==> config.mk <==
export PLATFORM = sky130hd
export DESIGN_NAME = frog_hop_ctrl_flat
export DESIGN_NICKNAME = d
export VERILOG_FILES = /design/src/rtl/frog_hop_ctrl_pkg.sv /design/src/rtl/frog_hop_ctrl_if.sv /design/src/rtl/frog_hop_ctrl.sv /design/src/flat_wrapper.sv
export SDC_FILE = /design/constraint.sdc
export NUM_CORES = 1
export LEC_CHECK = 0
export CAP_MARGIN = 15
export CORE_MARGIN = 4
export CORE_UTILIZATION = 52
export DETAILED_ROUTE_END_ITERATION = 16
export PLACE_DENSITY = 0.78
export SYNTH_ARGS = -nofsm -noshare
export SYNTH_HDL_FRONTEND = slang
export SYNTH_SLANG_ARGS = --single-unit
==> constraint.sdc <==
create_clock -name clk -period 0.8 [get_ports clk]
set_clock_uncertainty 0.05 [all_clocks]
set_input_delay 0.08 -clock clk [delete_from_list [all_inputs] [get_ports clk]]
set_output_delay 0.08 -clock clk [all_outputs]
set_load 0.03 [all_outputs]
==> src/rtl/frog_hop_ctrl_pkg.sv <==
// Shared frog types: facing direction (also used by the renderer for sprite facing),
// hop-controller state and the request priority encoder.
package frogger_pkg;

  typedef enum logic [1:0] {DIR_UP, DIR_DOWN, DIR_RIGHT, DIR_LEFT} dir_t;
  typedef enum logic {ST_IDLE, ST_HOP} state_t;

  // Simultaneous pulses resolve forward > backward > right > left.
  function automatic dir_t pick_dir(input logic fwd, input logic bwd,
                                    input logic rgt, input logic lft);
    if (fwd) return DIR_UP;
    if (bwd) return DIR_DOWN;
    if (rgt) return DIR_RIGHT;
    if (lft) return DIR_LEFT;
    return DIR_UP;
  endfunction

endpackage

==> src/rtl/frog_hop_ctrl_if.sv <==
// Move-request / hop-status bundle between the input conditioner side (master)
// and the frog hop controller (slave).
interface frog_hop_ctrl_if #(
    parameter int GRID_W = 16,
    parameter int GRID_H = 13
);
    import frogger_pkg::*;

    localparam int XW = $clog2(GRID_W);
    localparam int YW = $clog2(GRID_H);

    logic          forward_pulse;
    logic          backward_pulse;
    logic          right_pulse;
    logic          left_pulse;
    logic          freeze;
    logic          respawn;
    logic [XW-1:0] frog_x;
    logic [YW-1:0] frog_y;
    dir_t          hop_dir;
    logic          hopping;
    logic          hop_done;
    logic          blocked;

    modport master (
        output forward_pulse, backward_pulse, right_pulse, left_pulse, freeze, respawn,
        input  frog_x, frog_y, hop_dir, hopping, hop_done, blocked
    );

    modport slave (
        input  forward_pulse, backward_pulse, right_pulse, left_pulse, freeze, respawn,
        output frog_x, frog_y, hop_dir, hopping, hop_done, blocked
    );

endinterface

==> src/rtl/frog_hop_ctrl.sv <==
// Frog hop controller: turns move pulses into paced, edge-clamped grid hops.
// Optional feature: define HOP_QUEUE_EN for a one-entry request buffer during hops.
module frog_hop_ctrl
    import frogger_pkg::*;
#(
    parameter int GRID_W     = 16,
    parameter int GRID_H     = 13,
    parameter int START_X    = 7,
    parameter int START_Y    = 12,
    parameter int HOP_CYCLES = 8
) (
    input  logic           clk,
    input  logic           reset,
    frog_hop_ctrl_if.slave bus
);

    localparam int XW = $clog2(GRID_W);
    localparam int YW = $clog2(GRID_H);
    localparam int CW = $clog2(HOP_CYCLES);

    localparam logic [XW-1:0] X_START = XW'(START_X);
    localparam logic [YW-1:0] Y_START = YW'(START_Y);
    localparam logic [XW:0]   X_LAST  = (XW+1)'(GRID_W - 1);
    localparam logic [YW:0]   Y_LAST  = (YW+1)'(GRID_H - 1);
    localparam logic [XW-1:0] X_ONE   = XW'(1);
    localparam logic [YW-1:0] Y_ONE   = YW'(1);
    localparam logic [CW-1:0] C_LAST  = CW'(HOP_CYCLES - 1);
    localparam logic [CW-1:0] C_ONE   = CW'(1);

    logic          rst_meta;
    logic          rst_sync_n;
    state_t        state;
    logic [CW-1:0] hop_cnt;
    logic [XW-1:0] pos_x;
    logic [YW-1:0] pos_y;
    dir_t          face_dir;
    logic          hopping;
    logic          hop_done;
    logic          blocked;
`ifdef HOP_QUEUE_EN
    logic          buf_vld;
    dir_t          buf_dir;
`endif

    logic          live_vld;
    dir_t          live_dir;
    logic          sel_vld;
    dir_t          sel_dir;
    logic          in_bounds;
    logic [XW-1:0] tgt_x;
    logic [YW-1:0] tgt_y;

    // Reset asserts asynchronously but is released in step with clk.
    always_ff @(posedge clk or negedge reset) begin
        if (!reset) begin
            rst_meta   <= 1'b0;
            rst_sync_n <= 1'b0;
        end else begin
            rst_meta   <= 1'b1;
            rst_sync_n <= rst_meta;
        end
    end

    assign live_vld = !bus.freeze &&
                      (bus.forward_pulse || bus.backward_pulse ||
                       bus.right_pulse   || bus.left_pulse);
    assign live_dir = pick_dir(bus.forward_pulse, bus.backward_pulse,
                               bus.right_pulse, bus.left_pulse);

    // The request to act on now: live in IDLE, buffered-or-live on the last hop cycle.
    always_comb begin
        sel_vld = 1'b0;
        sel_dir = live_dir;
        if (state == ST_IDLE) begin
            sel_vld = live_vld;
        end
`ifdef HOP_QUEUE_EN
        else if (hop_cnt == '0) begin
            sel_vld = buf_vld || live_vld;
            sel_dir = buf_vld ? buf_dir : live_dir;
        end
`endif
    end

    // Bound check on one-bit-wider values so a step past the edge can never wrap.
    always_comb begin
        in_bounds = 1'b0;
        tgt_x     = pos_x;
        tgt_y     = pos_y;
        case (sel_dir)
            DIR_UP: begin
                in_bounds = (pos_y != '0);
                tgt_y     = pos_y - Y_ONE;
            end
            DIR_DOWN: begin
                in_bounds = ({1'b0, pos_y} < Y_LAST);
                tgt_y     = pos_y + Y_ONE;
            end
            DIR_RIGHT: begin
                in_bounds = ({1'b0, pos_x} < X_LAST);
                tgt_x     = pos_x + X_ONE;
            end
            default: begin
                in_bounds = (pos_x != '0);
                tgt_x     = pos_x - X_ONE;
            end
        endcase
    end

    always_ff @(posedge clk or negedge rst_sync_n) begin
        if (!rst_sync_n) begin
            state    <= ST_IDLE;
            hop_cnt  <= '0;
            pos_x    <= X_START;
            pos_y    <= Y_START;
            face_dir <= DIR_UP;
            hopping  <= 1'b0;
            hop_done <= 1'b0;
            blocked  <= 1'b0;
`ifdef HOP_QUEUE_EN
            buf_vld  <= 1'b0;
            buf_dir  <= DIR_UP;
`endif
        end else if (bus.respawn) begin
            state    <= ST_IDLE;
            hop_cnt  <= '0;
            pos_x    <= X_START;
            pos_y    <= Y_START;
            face_dir <= DIR_UP;
            hopping  <= 1'b0;
            hop_done <= 1'b0;
            blocked  <= 1'b0;
`ifdef HOP_QUEUE_EN
            buf_vld  <= 1'b0;
`endif
        end else begin
            hop_done <= 1'b0;
            blocked  <= 1'b0;
            if (state == ST_HOP && hop_cnt != '0) begin
                hop_cnt  <= hop_cnt - C_ONE;
                hop_done <= (hop_cnt == C_ONE);
`ifdef HOP_QUEUE_EN
                if (live_vld && !buf_vld) begin
                    buf_vld <= 1'b1;
                    buf_dir <= live_dir;
                end
`endif
            end else begin
                // IDLE, or the final hop cycle: settle, then act on any selected request.
                state   <= ST_IDLE;
                hopping <= 1'b0;
`ifdef HOP_QUEUE_EN
                buf_vld <= 1'b0;
`endif
                if (sel_vld) begin
                    face_dir <= sel_dir;
                    if (in_bounds) begin
                        pos_x   <= tgt_x;
                        pos_y   <= tgt_y;
                        state   <= ST_HOP;
                        hopping <= 1'b1;
                        hop_cnt <= C_LAST;
                    end else begin
                        blocked <= 1'b1;
                    end
                end
            end
        end
    end

    assign bus.frog_x   = pos_x;
    assign bus.frog_y   = pos_y;
    assign bus.hop_dir  = face_dir;
    assign bus.hopping  = hopping;
    assign bus.hop_done = hop_done;
    assign bus.blocked  = blocked;

endmodule
==> src/flat_wrapper.sv <==
// flat-port wrapper written by rule: the top's interface ports become plain ports
module frog_hop_ctrl_flat import frogger_pkg::*;
#(
    parameter int GRID_W     = 16,
    parameter int GRID_H     = 13,
    parameter int START_X    = 7,
    parameter int START_Y    = 12,
    parameter int HOP_CYCLES = 8
)
  (clk, reset, bus_forward_pulse, bus_backward_pulse, bus_right_pulse, bus_left_pulse, bus_freeze, bus_respawn, bus_frog_x, bus_frog_y, bus_hop_dir, bus_hopping, bus_hop_done, bus_blocked);
  frog_hop_ctrl_if #(.GRID_W(GRID_W), .GRID_H(GRID_H)) bus_i ();
  input  logic clk;
  input  logic reset;
  input wire logic [$bits(bus_i.forward_pulse)-1:0] bus_forward_pulse;
  input wire logic [$bits(bus_i.backward_pulse)-1:0] bus_backward_pulse;
  input wire logic [$bits(bus_i.right_pulse)-1:0] bus_right_pulse;
  input wire logic [$bits(bus_i.left_pulse)-1:0] bus_left_pulse;
  input wire logic [$bits(bus_i.freeze)-1:0] bus_freeze;
  input wire logic [$bits(bus_i.respawn)-1:0] bus_respawn;
  output wire logic [$bits(bus_i.frog_x)-1:0] bus_frog_x;
  output wire logic [$bits(bus_i.frog_y)-1:0] bus_frog_y;
  output wire logic [$bits(bus_i.hop_dir)-1:0] bus_hop_dir;
  output wire logic [$bits(bus_i.hopping)-1:0] bus_hopping;
  output wire logic [$bits(bus_i.hop_done)-1:0] bus_hop_done;
  output wire logic [$bits(bus_i.blocked)-1:0] bus_blocked;
  assign bus_i.forward_pulse = bus_forward_pulse;
  assign bus_i.backward_pulse = bus_backward_pulse;
  assign bus_i.right_pulse = bus_right_pulse;
  assign bus_i.left_pulse = bus_left_pulse;
  assign bus_i.freeze = bus_freeze;
  assign bus_i.respawn = bus_respawn;
  assign bus_frog_x = bus_i.frog_x;
  assign bus_frog_y = bus_i.frog_y;
  assign bus_hop_dir = bus_i.hop_dir;
  assign bus_hopping = bus_i.hopping;
  assign bus_hop_done = bus_i.hop_done;
  assign bus_blocked = bus_i.blocked;
  frog_hop_ctrl #(.GRID_W(GRID_W), .GRID_H(GRID_H), .START_X(START_X), .START_Y(START_Y), .HOP_CYCLES(HOP_CYCLES)) u_core (.clk(clk), .reset(reset), .bus(bus_i));
endmodule
==> impl_metrics.tcl, run 1 <==
set metrics [dict create \
    ys_seq_elements 18 \
    status "did not finish" \
    root_buffer "clkbuf_4" \
    clock-sinks 18 \
    async_flop_share_pct 100 \
    ys.warnings.count 0 \
    cts_resized 58 \
    netlist.top_cell.by_area "dfrtp_1" \
    stop_stage "clock tree synthesis (4_1_cts)" \
    postCtsSetupRepairBufs 8 \
    dp_hpwl_um 2850 \
    dp_slack_ns -1.47 \
    synth_edf_count 0 \
    io_pins 21 \
    synthFlopType "dfrtp_1" \
    cts_made_buffers 3 \
    syn-num-nets 144 \
    gp_congestion 0.828 \
    synth_top_area_share_pct 26.3 \
    portBuffers 20 \
    synth_cell_types 47 \
    die_y_um 56.8 \
    die_x_um 56.8 \
    clockBufferDepth 2 \
    synth_area_leaders "dfrtp_1 26%, dfstp_2 11%, ha_1 7.1%, nor2_1 4.6%, a21oi_1 3.6%" \
    stop_error "[ERROR DPL-0033] detailed placement checks failed during check placement." \
    cts_htree_levels 1 \
    post_dp_cell_area_um2 1840 \
    start_util_pct 55.4 \
    syn_area_um2 1240 \
    postSynthAreaPerCell_um2 9.73 \
    syn_inst 127 \
    synth_seq_area_share_pct 36.9 \
    postCtsHoldBufs 1 \
    rows 17 \
]
[stage by stage]
step | setup TNS [ns] | hold slack (ns) | utilization, % | instances
global placement | -17.51 | 0.135 | 82.6 | 213
floorplan | -12.13 | -0.266 | - | 127
detailed placement | -18.28 | 0.149 | 82.6 | 213
[kinds of logic after synthesis]
group,synth area share (%)
adders and majority gates,10.3
other,0.303
and+or+nand+nor,18.8
xor gates and xnor gates,1.42
DFF,36.9
buffers and inverters,4.66
muxes,3.74
AOI/OAI and AO/OA,23.8
[synth_stat cells (2+ instances only)]
cell       number
and4_1          2
and3_1          2
nor2_1         15
dfstp_2         5
fa_1            2
a21oi_1         9
inv_1          10
ha_1            7
nor4_1          2
dfrtp_1        13
or3_1           2
mux2_1          2
o221a_2         2
o311ai_0        2
nand3_1         2
o31ai_1         3
o211ai_1        2
nand2_1         2
clkbuf_1        4
nor3_1          4
nor2b_1         3
o21ai_0         4
a2111oi_0       2
a211oi_1        2
xnor2_1         2
==> run 2, diff against run 1 <==
--- a/config.mk
+++ b/config.mk
@@ -6,10 +6,10 @@
 export NUM_CORES = 1
 export LEC_CHECK = 0
 export CAP_MARGIN = 15
-export CORE_MARGIN = 4
-export CORE_UTILIZATION = 52
+export CORE_AREA = 4 4 65 67
 export DETAILED_ROUTE_END_ITERATION = 16
-export PLACE_DENSITY = 0.78
+export DIE_AREA = 0 0 69 71
+export PLACE_DENSITY_LB_ADDON = 0.15
 export SYNTH_ARGS = -nofsm -noshare
 export SYNTH_HDL_FRONTEND = slang
 export SYNTH_SLANG_ARGS = --single-unit
==> run 2 against run 1 <==
The flow now finishes, with violations (setup timing). Synthesized cell count is the same. Synthesized area stayed put.
==> impl_metrics.tcl, run 2 <==
set metrics [dict create \
    synthAdderAreaFrac_pct 10.3 \
    place_inst 234 \
    ys.warnings.count 0 \
    clockPowerShare_pct 19.4 \
    rows 22 \
    fin_hold_ws_ns 0.159 \
    crit_family "flip-flops" \
    die_y_um 71 \
    netlist.top_cell.by_area "dfrtp_1" \
    gp_congestion 0.836 \
    synth_top_area_share_pct 26.3 \
    finalSetupTns_ns -18.28 \
    ys_seq_elements 18 \
    setup_ws_ns -1.15 \
    slew_viol_final 0 \
    wl_um 4250 \
    nNetsFinal 225 \
    cts_tree "done" \
    overflow 0 \
    maxCapViolations 0 \
    grt_util_met1_pct 18.2 \
    p_total_mw 3.91 \
    postSynthAreaPerCell_um2 9.73 \
    drt_iter0_markers 28 \
    post_dp_cell_area_um2 1880 \
    wl_per_cell_um 16.7 \
    synth_seq_area_share_pct 36.9 \
    drc_errors 0 \
    grt_pass1_wl_um 6600 \
    cts_htree_levels 1 \
    synth_mux_area_share_pct 3.74 \
    synth_cell_types 47 \
    vdd_drop_max_mv 1.10 \
    syn_inst 127 \
    dp_hpwl_um 2790 \
    async_flop_share_pct 100 \
    leakagePower_nw 1.04 \
    grt-busiest-layer "met2" \
    critPathBufInv 0 \
    core_area_um2 3630 \
    reg2reg_depth 5 \
    die_x_um 69 \
    layout_commonest_cell "buf_4" \
    clock-sinks 18 \
    start_kind "flip-flop" \
    min_period_ns 1.95 \
    portBuffers 20 \
    diodes 0 \
    postRouteAntennaNets 0 \
    synth_commonest_cells "15 x nor2_1, 13 x dfrtp_1, 10 x inv_1" \
    power.share.sequential_pct 29.5 \
    swShare_pct 35.8 \
    setup_viol 29 \
    synth_top_family_by_area "compound AO/OA/AOI/OAI gates" \
    io_pins 21 \
    cpPeakStageDelay_ns 0.59 \
    violations "setup timing" \
    antenna_found_initial 0 \
    drive_above_1_share_pct 66.2 \
    final_cell_area_um2 2450 \
    r2r-end "u_core.bus.frog_x[3]$_DFFE_PN0P_" \
    required_ns 0.89 \
    vias 1313 \
    r2r_slack_ns -1.15 \
    yosys.cell_count.top_type "nor2_1" \
    root_buffer "clkbuf_8" \
    synth_area_leaders "dfrtp_1 26%, dfstp_2 11%, ha_1 7.1%, nor2_1 4.6%, a21oi_1 3.6%" \
    hold_path_class "reg2async" \
    syn_area_um2 1240 \
    timing.rr.start "u_core.bus.frog_x[1]$_DFFE_PN1P_" \
    crit_chain "ha_4 > and3_4 > a211o_1 > a211oi_2 > mux2_1" \
    internal_power_mw 2.51 \
    fmax_mhz 514 \
    powerDensity_nw_per_um2 1600 \
    comb_power_share_pct 51.1 \
    layout_common_cells "41 x buf_4, 28 x buf_6, 10 x nor2_1" \
    synthFlopType "dfrtp_1" \
    start_util_pct 34.0 \
    layout.cells.non_filler 255 \
    cp_slowest_cell "dfstp_2" \
    crit_type "reg2reg" \
    synth-compound-area-share_pct 23.8 \
    cts_made_buffers 3 \
    syn_to_final_growth_pct 98.1 \
    via_per_inst 5.15 \
    synth_edf_count 0 \
    yosys.area_share.simple_pct 18.8 \
    syn-num-nets 144 \
    use_met2_pct 31.4 \
    grt_pass1_vias 1430 \
    synth-xor-area-share_pct 1.42 \
    dp_slack_ns -1.44 \
    track_usage_pct 16.3 \
    clockBufferDepth 2 \
    grtUsageMet3_pct 3.27 \
    status "complete, but fails checks" \
    hold_viol 0 \
    cp_max_fo 3 \
    clkTransAtPathRegs_ns 0.07 \
    grt_max_degree 17 \
    dieArea_um2 4900 \
    final_core_util_pct 67.4 \
    crit_arrival_ns 2.04 \
    p_switching_mw 1.40 \
    rsz0062_at_grt "true" \
    worst_setup_path_end_kind "flip-flop" \
    clkLatencyLatePin_ns 0.26 \
    dr.pass1.iters 4 \
    period_share_pct 243 \
]
==> run 2: worst max-delay path by stage <==
| stage | from | to | cells past startpoint |
|---|---|---|---|
| detailed placement | bus_backward_pulse | u_core.bus.frog_x[3]$_DFFE_PN0P_ | 8 |
| CTS | u_core.bus.frog_x[2]$_DFFE_PN1P_ | u_core.bus.frog_x[3]$_DFFE_PN0P_ | 5 |
| finish | u_core.bus.frog_x[1]$_DFFE_PN1P_ | u_core.bus.frog_x[3]$_DFFE_PN0P_ | 5 |
| floorplan | u_core.bus.frog_x[2]$_DFFE_PN1P_ | u_core.bus.frog_x[3]$_DFFE_PN0P_ | 5 |
| global route | u_core.bus.frog_x[2]$_DFFE_PN1P_ | u_core.bus.frog_x[3]$_DFFE_PN0P_ | 5 |
| global placement | bus_backward_pulse | u_core.bus.frog_x[3]$_DFFE_PN0P_ | 8 |
==> run 2: kinds of logic after synthesis <==
kind of cell	count (synthesis)
AO/OA/AOI/OAI	37
XOR/XNOR	2
adder cells (fa/ha/maj)	9
buffers and inverters	15
flip-flops	18
multiplexers	4
other	1
AND/OR/NAND/NOR	41
==> run 2: area by class of cell <==
type                    count  area, um2
multi-input cells          95       1080
flip-flops and latches     18        462
fillers                   284       1180
well taps                  48       60.1
repair buffers             80        753
clock buffers               4       55.1
inverters                  10       37.5
==> run 2: routing by layer <==
metal,vias to the layer above,wire [um]
li1,637,-
met1,650,1650
met2,17,2420
met3,9,85
met4,0,93
met5,-,0
==> run 2: power by group through the flow <==
stage               combinational [mW]  sequential, mW  clock, mW
CTS                               1.70            1.15      0.761
global route                      2.15            1.17      0.820
detailed placement                1.41            1.15          0
global placement                  1.37            1.14          0
finish                            2.00            1.15      0.759
floorplan                        0.630            1.32          0
==> run 2: what timing repair did <==
action | 4_1_cts | 5_1_grt
hold buffers | 1 | 0
endpoints found under the hold margin | 2 | 0
setup endpoints to repair | 29 | 29
gates cloned | 1 | 0
gates resized for setup | 55 | 33
pin swaps | 8 | 21
setup buffers | 6 | 11
Note: power is estimated with default switching activity, not from simulation.
==> run 3, diff against run 2 <==
--- a/config.mk
+++ b/config.mk
@@ -9,7 +9,7 @@
 export CORE_AREA = 4 4 65 67
 export DETAILED_ROUTE_END_ITERATION = 16
 export DIE_AREA = 0 0 69 71
-export PLACE_DENSITY_LB_ADDON = 0.15
+export PLACE_DENSITY = 0.52
 export SYNTH_ARGS = -nofsm -noshare
 export SYNTH_HDL_FRONTEND = slang
 export SYNTH_SLANG_ARGS = --single-unit
==> run 3 against run 2 <==
Global-route usage down 1.4 points. Non-clock buffer count up 2. The flow still finishes with violations (setup timing). Sequential share of layout area up 0.27 points. Hold slack worse by 0.013 ns. Critical path depth stayed put. Fmax increased by 3.0%. Cell area down 1.4%. First-iteration DRC count increased by 71%. Core utilization down 0.96 points. Highest routed layer unchanged. Critical endpoint unchanged. Sequential power hardly changed.
==> impl_metrics.tcl, run 3 (same netlist as run 2, synthesis figures left out) <==
set metrics [dict create \
    status "complete, but fails checks" \
    violations "setup timing" \
    drt_iter0_markers 48 \
    worst_setup_path_end_kind "flip-flop" \
    dp_hpwl_um 2610 \
    io_pins 21 \
    overflow 0 \
    vdd_drop_max_mv 1.50 \
    slew_viol_final 0 \
    multi_input_area_um2 1040 \
    drive_above_1_share_pct 67.0 \
    rows 22 \
    internal_power_mw 2.49 \
    required_ns 0.89 \
    met1_length_um 1630 \
    crit_arrival_ns 1.98 \
    vias 1308 \
    clockBufferDepth 2 \
    hold_path_class "reg2async" \
    crit_family "flip-flops" \
    die_x_um 69 \
    antenna_found_initial 0 \
    layout_common_cells "43 x buf_4, 29 x buf_6, 10 x nor2_1" \
    diodes 0 \
    gp_congestion 0.827 \
    syn_to_final_growth_pct 95.2 \
    clkLatencyLatePin_ns 0.25 \
    cts_tree "done" \
    crit_chain "ha_4 > and3_4 > a211o_1 > a211oi_2 > mux2_4" \
    r2r_slack_ns -1.09 \
    seq_area_um2 462 \
    dieArea_um2 4900 \
    drc_errors 0 \
    comb_power_share_pct 53.0 \
    powerDensity_nw_per_um2 1600 \
    grt_pass1_vias 1321 \
    crit_type "reg2reg" \
    grt_pass1_wl_um 5980 \
    track_usage_pct 14.9 \
    start_kind "flip-flop" \
    min_period_ns 1.89 \
    clock-sinks 18 \
    n_fill_cell 275 \
    leakagePower_nw 1.02 \
    rsz0062_at_grt "true" \
    clkTransAtPathRegs_ns 0.07 \
    start_util_pct 34.0 \
    period_share_pct 236 \
    setup_viol 29 \
    swShare_pct 35.5 \
    cts_made_buffers 3 \
    critPathBufInv 0 \
    root_buffer "clkbuf_8" \
    fin_hold_ws_ns 0.146 \
    via_per_inst 5.09 \
    wl_um 3820 \
    fmax_mhz 529 \
    route.met3.wl_um 91 \
    core_area_um2 3630 \
    cp_max_fo 2 \
    final_cell_area_um2 2410 \
    portBuffers 20 \
    cp_slowest_cell "dfstp_2" \
    layout_commonest_cell "buf_4" \
    grt_max_degree 17 \
    wl_met2_um 2040 \
    highest_layer "met4" \
    post_dp_cell_area_um2 1850 \
    maxCapViolations 0 \
    clockPowerShare_pct 17.3 \
    p_switching_mw 1.37 \
    hold_viol 0 \
    cpPeakStageDelay_ns 0.55 \
    setup_ws_ns -1.09 \
    dr.pass1.iters 4 \
    power.share.sequential_pct 29.7 \
    nNetsFinal 227 \
    die_y_um 71 \
    cts_htree_levels 1 \
    wl_per_cell_um 14.9 \
    postRouteAntennaNets 0 \
]
-- run 3: power groups by stage --
stage	sequential, mW	combinational, mW	clock [mW]
after global placement	1.14	1.36	0
after global routing	1.16	2.20	0.731
after detailed placement	1.14	1.39	0
after CTS	1.14	1.75	0.680
after floorplan	1.32	0.630	0
final	1.15	2.05	0.666
-- run 3: path summary, 6_finish.rpt --
check | start | endpoint | cells after the start
min in group clk | bus_forward_pulse | u_core.bus.hop_dir[0]$_DFFE_PN0P_ | 3
max in group asynchronous | reset | u_core.rst_sync_n$_DFF_PN0_ | 2
worst min-delay path | u_core.rst_sync_n$_DFF_PN0_ | u_core.bus.blocked$_DFF_PN0_ | 1
worst max-delay path | u_core.bus.frog_x[1]$_DFFE_PN1P_ | u_core.bus.frog_x[3]$_DFFE_PN0P_ | 5
worst min register to register | u_core.rst_sync_n$_DFF_PN0_ | u_core.bus.blocked$_DFF_PN0_ | 1
worst max register to register | u_core.bus.frog_x[1]$_DFFE_PN1P_ | u_core.bus.frog_x[3]$_DFFE_PN0P_ | 5
-- run 3: per-layer routing --
layer | GRT usage [%] | up-vias
li1 | - | 643
met1 | 17.4 | 637
met2 | 27.3 | 22
met3 | 2.84 | 6
met4 | 4.99 | 0
met5 | 0 | -
-- run 3: through the flow --
stage          cells  TNS, ns  utilization [%]  total power [mW]  setup WS (ns)
6_report         257   -17.23             66.4              3.86          -1.09
5_1_grt          257   -18.69             66.4              4.09          -1.13
4_1_cts          244   -17.50             60.3              3.57          -1.11
3_5_place_dp     231   -18.44             51.0              2.53          -1.47
3_3_place_gp     231   -17.86             51.0              2.51          -1.39
2_1_floorplan    127   -12.13                -              1.95          -1.20
-- run 3: repair_timing --
action,4_1_cts,5_1_grt
buffers inserted,7,15
hold endpoints to repair,2,0
pin swaps,12,14
gates cloned,1,0
resized for setup,54,30
hold buffers,1,0
endpoints found under the setup margin,29,29
-- run 3: layout make-up --
class                   instances  area share (%)
multi-input cells              95            43.2
repair buffers                 82            31.6
well taps                      48            2.49
clock buffers                   4            1.87
inverters                      10            1.71
flip-flops and latches         18            19.1
==> run 4, diff against run 3 <==
--- a/config.mk
+++ b/config.mk
@@ -5,11 +5,12 @@
 export SDC_FILE = /design/constraint.sdc
 export NUM_CORES = 1
 export LEC_CHECK = 0
+export ABC_AREA = 1
 export CAP_MARGIN = 15
 export CORE_AREA = 4 4 65 67
 export DETAILED_ROUTE_END_ITERATION = 16
 export DIE_AREA = 0 0 69 71
-export PLACE_DENSITY = 0.52
+export PLACE_DENSITY = 0.64
 export SYNTH_ARGS = -nofsm -noshare
 export SYNTH_HDL_FRONTEND = slang
 export SYNTH_SLANG_ARGS = --single-unit
==> run 4 against run 3 <==
The run still ends with setup timing left. Synthesized area grew 1.5%. Hold slack lost 0.033 ns. Register-to-register slack gained 0.24 ns. Fmax grew 15%. Sequential cell count is the same.
==> impl_metrics.tcl, run 4 <==
set metrics [dict create \
    layout_common_cells "41 x buf_4, 28 x nand2_1, 28 x buf_6" \
    yosys.cell_count.top_type "nand2_1" \
    cts_htree_levels 1 \
    synth_top_area_share_pct 25.9 \
    postRouteAntennaNets 0 \
    powerDensity_nw_per_um2 1700 \
    antenna_found_initial 0 \
    nNetsFinal 252 \
    dp_slack_ns -1.35 \
    root_buffer "clkbuf_8" \
    syn-num-nets 172 \
    diodes 0 \
    wl_per_cell_um 13.3 \
    dr.pass1.iters 4 \
    clock-sinks 18 \
    required_ns 0.95 \
    final_core_util_pct 62.6 \
    status "complete, but fails checks" \
    worst_setup_path_end_kind "flip-flop" \
    gp_congestion 0.839 \
    grt_max_degree 11 \
    synth_commonest_cells "37 x nand2_1, 18 x inv_1, 14 x nand3_1, 14 x nor2_1, 13 x dfrtp_1" \
    setup_ws_ns -0.851 \
    cts_made_buffers 3 \
    n_fill_cell 298 \
    p_switching_mw 1.41 \
    ys.warnings.count 0 \
    period_share_pct 206 \
    syn_to_final_growth_pct 81.4 \
    comb_power_share_pct 50.2 \
    crit_type "reg2reg" \
    wl_um 3740 \
    hold_path_class "reg2async" \
    clockPowerShare_pct 19.6 \
    rows 22 \
    syn_inst 155 \
    via_per_inst 4.78 \
    dieArea_um2 4900 \
    r2r_slack_ns -0.85 \
    cp_max_fo 7 \
    swShare_pct 36.5 \
    die_x_um 69 \
    min_period_ns 1.65 \
    track_usage_pct 14.9 \
    start_util_pct 34.5 \
    leakagePower_nw 1.12 \
    portBuffers 20 \
    crit_arrival_ns 1.80 \
    core_area_um2 3630 \
    grt_pass1_vias 1345 \
    power.share.sequential_pct 30.3 \
    drt_iter0_markers 61 \
    clkTransAtPathRegs_ns 0.07 \
    maxCapViolations 0 \
    slew_viol_final 0 \
    die_y_um 71 \
    fin_hold_ws_ns 0.113 \
    hold_viol 0 \
    rsz0062_at_grt "true" \
    netlist.top_cell.by_area "dfrtp_1" \
    drive_above_1_share_pct 62.4 \
    synth_edf_count 0 \
    synth_cell_types 27 \
    violations "setup timing" \
    internal_power_mw 2.46 \
    drc_errors 0 \
    vdd_drop_max_mv 1.17 \
    layout_commonest_cell "buf_4" \
    overflow 0 \
    vias 1348 \
    start_kind "flip-flop" \
    synthFlopType "dfrtp_1" \
    grt_pass1_wl_um 5990 \
    setup_viol 29 \
    ys_seq_elements 18 \
    async_flop_share_pct 100 \
    syn_area_um2 1250 \
    fmax_mhz 606 \
    synth_seq_area_share_pct 36.4 \
    clockBufferDepth 2 \
    postSynthAreaPerCell_um2 8.10 \
    clkLatencyLatePin_ns 0.25 \
    cts_tree "done" \
    synth_area_leaders "dfrtp_1 26%, nand2_1 11%, dfstp_2 10%, ha_1 7.0%, nand3_1 5.6%" \
    io_pins 21 \
    dp_hpwl_um 2590 \
]
-- run 4: timing repair --
| item | in CTS | in global routing |
|---|---|---|
| hold endpoints to repair | 2 | 0 |
| resized for setup | 52 | 25 |
| pin swaps | 16 | 20 |
| setup buffers | 12 | 4 |
| endpoints found under the setup margin | 29 | 29 |
| hold buffers | 1 | 0 |
-- run 4: stage by stage --
stage | instance area [um2] | TNS, ns | power, mW | std cells
floorplan | 1340 | -10.01 | 2.05 | 155
global placement | 1860 | -15.70 | 2.62 | 261
detailed placement | 1860 | -16.33 | 2.67 | 261
CTS | 2170 | -14.01 | 3.73 | 278
global route | 2280 | -16.13 | 4.13 | 282
finish | 2280 | -14.57 | 3.86 | 282
-- run 4: worst max-delay path, stage by stage, from the launching register on --
cell and delay (ns):
dfstp_2 0.59, buf_6 0.12, nor2_2 0.05, nand3_2 0.09
nand3_2 0.13, nand4_4 0.19, buf_4 0.14, nand4_1 0.12
nand3_1 0.11
-- run 4: cell type report --
type,instances,area [um2],area share [%]
Multi-Input combinational cell,113,915,40.2
Sequential cell,18,460,20.2
Clock buffer,4,55.1,2.42
Tap cell,48,60.1,2.64
Inverter,22,92.6,4.07
Timing Repair Buffer,77,693,30.5
-- run 4: cells by family (layout without fill, tap and decap cells) --
kind of cell    count (synthesis)  in the layout  synth area share (%)
other cells                     1              1                 0.299
xor+xnor                        4              4                  2.79
flops                          18             18                  36.4
compound gates                 15             15                  7.68
fa+ha+maj                       9              9                  10.2
simple gates                   84             84                  35.3
buf+inv                        24            103                  7.38
-- run 4: power by group through the flow --
stage / logic [mW] / registers, mW / clock network (mW)
3_3_place_gp: 1.46 / 1.16 / 0
3_5_place_dp: 1.51 / 1.16 / 0
5_1_grt: 2.11 / 1.18 / 0.832
4_1_cts: 1.80 / 1.16 / 0.772
6_report: 1.94 / 1.17 / 0.757
2_1_floorplan: 0.723 / 1.33 / 0
-- run 4: metal layers --
metal / GRT usage [%] / part of all wire (%) / vias up
met5: 0 / 0 / -
met4: 6.51 / 2.6 / 0
met3: 2.56 / 4.4 / 10
met2: 26.5 / 55 / 41
met1: 17.7 / 38 / 641
li1: - / - / 656
-- run 4: path summary, 6_finish.rpt --
check | cells past startpoint | start | end
worst min register to register | 1 | u_core.rst_sync_n$_DFF_PN0_ | u_core.bus.frog_x[3]$_DFFE_PN0P_
min in group clk | 0 | u_core.rst_meta$_DFF_PN0_ | u_core.rst_sync_n$_DFF_PN0_
worst max-delay path | 8 | u_core.bus.frog_y[2]$_DFFE_PN1P_ | u_core.bus.frog_y[3]$_DFFE_PN1P_
max in group asynchronous | 2 | reset | u_core.rst_sync_n$_DFF_PN0_
worst min-delay path | 1 | u_core.rst_sync_n$_DFF_PN0_ | u_core.bus.frog_x[3]$_DFFE_PN0P_
worst max register to register | 8 | u_core.bus.frog_y[2]$_DFFE_PN1P_ | u_core.bus.frog_y[3]$_DFFE_PN1P_
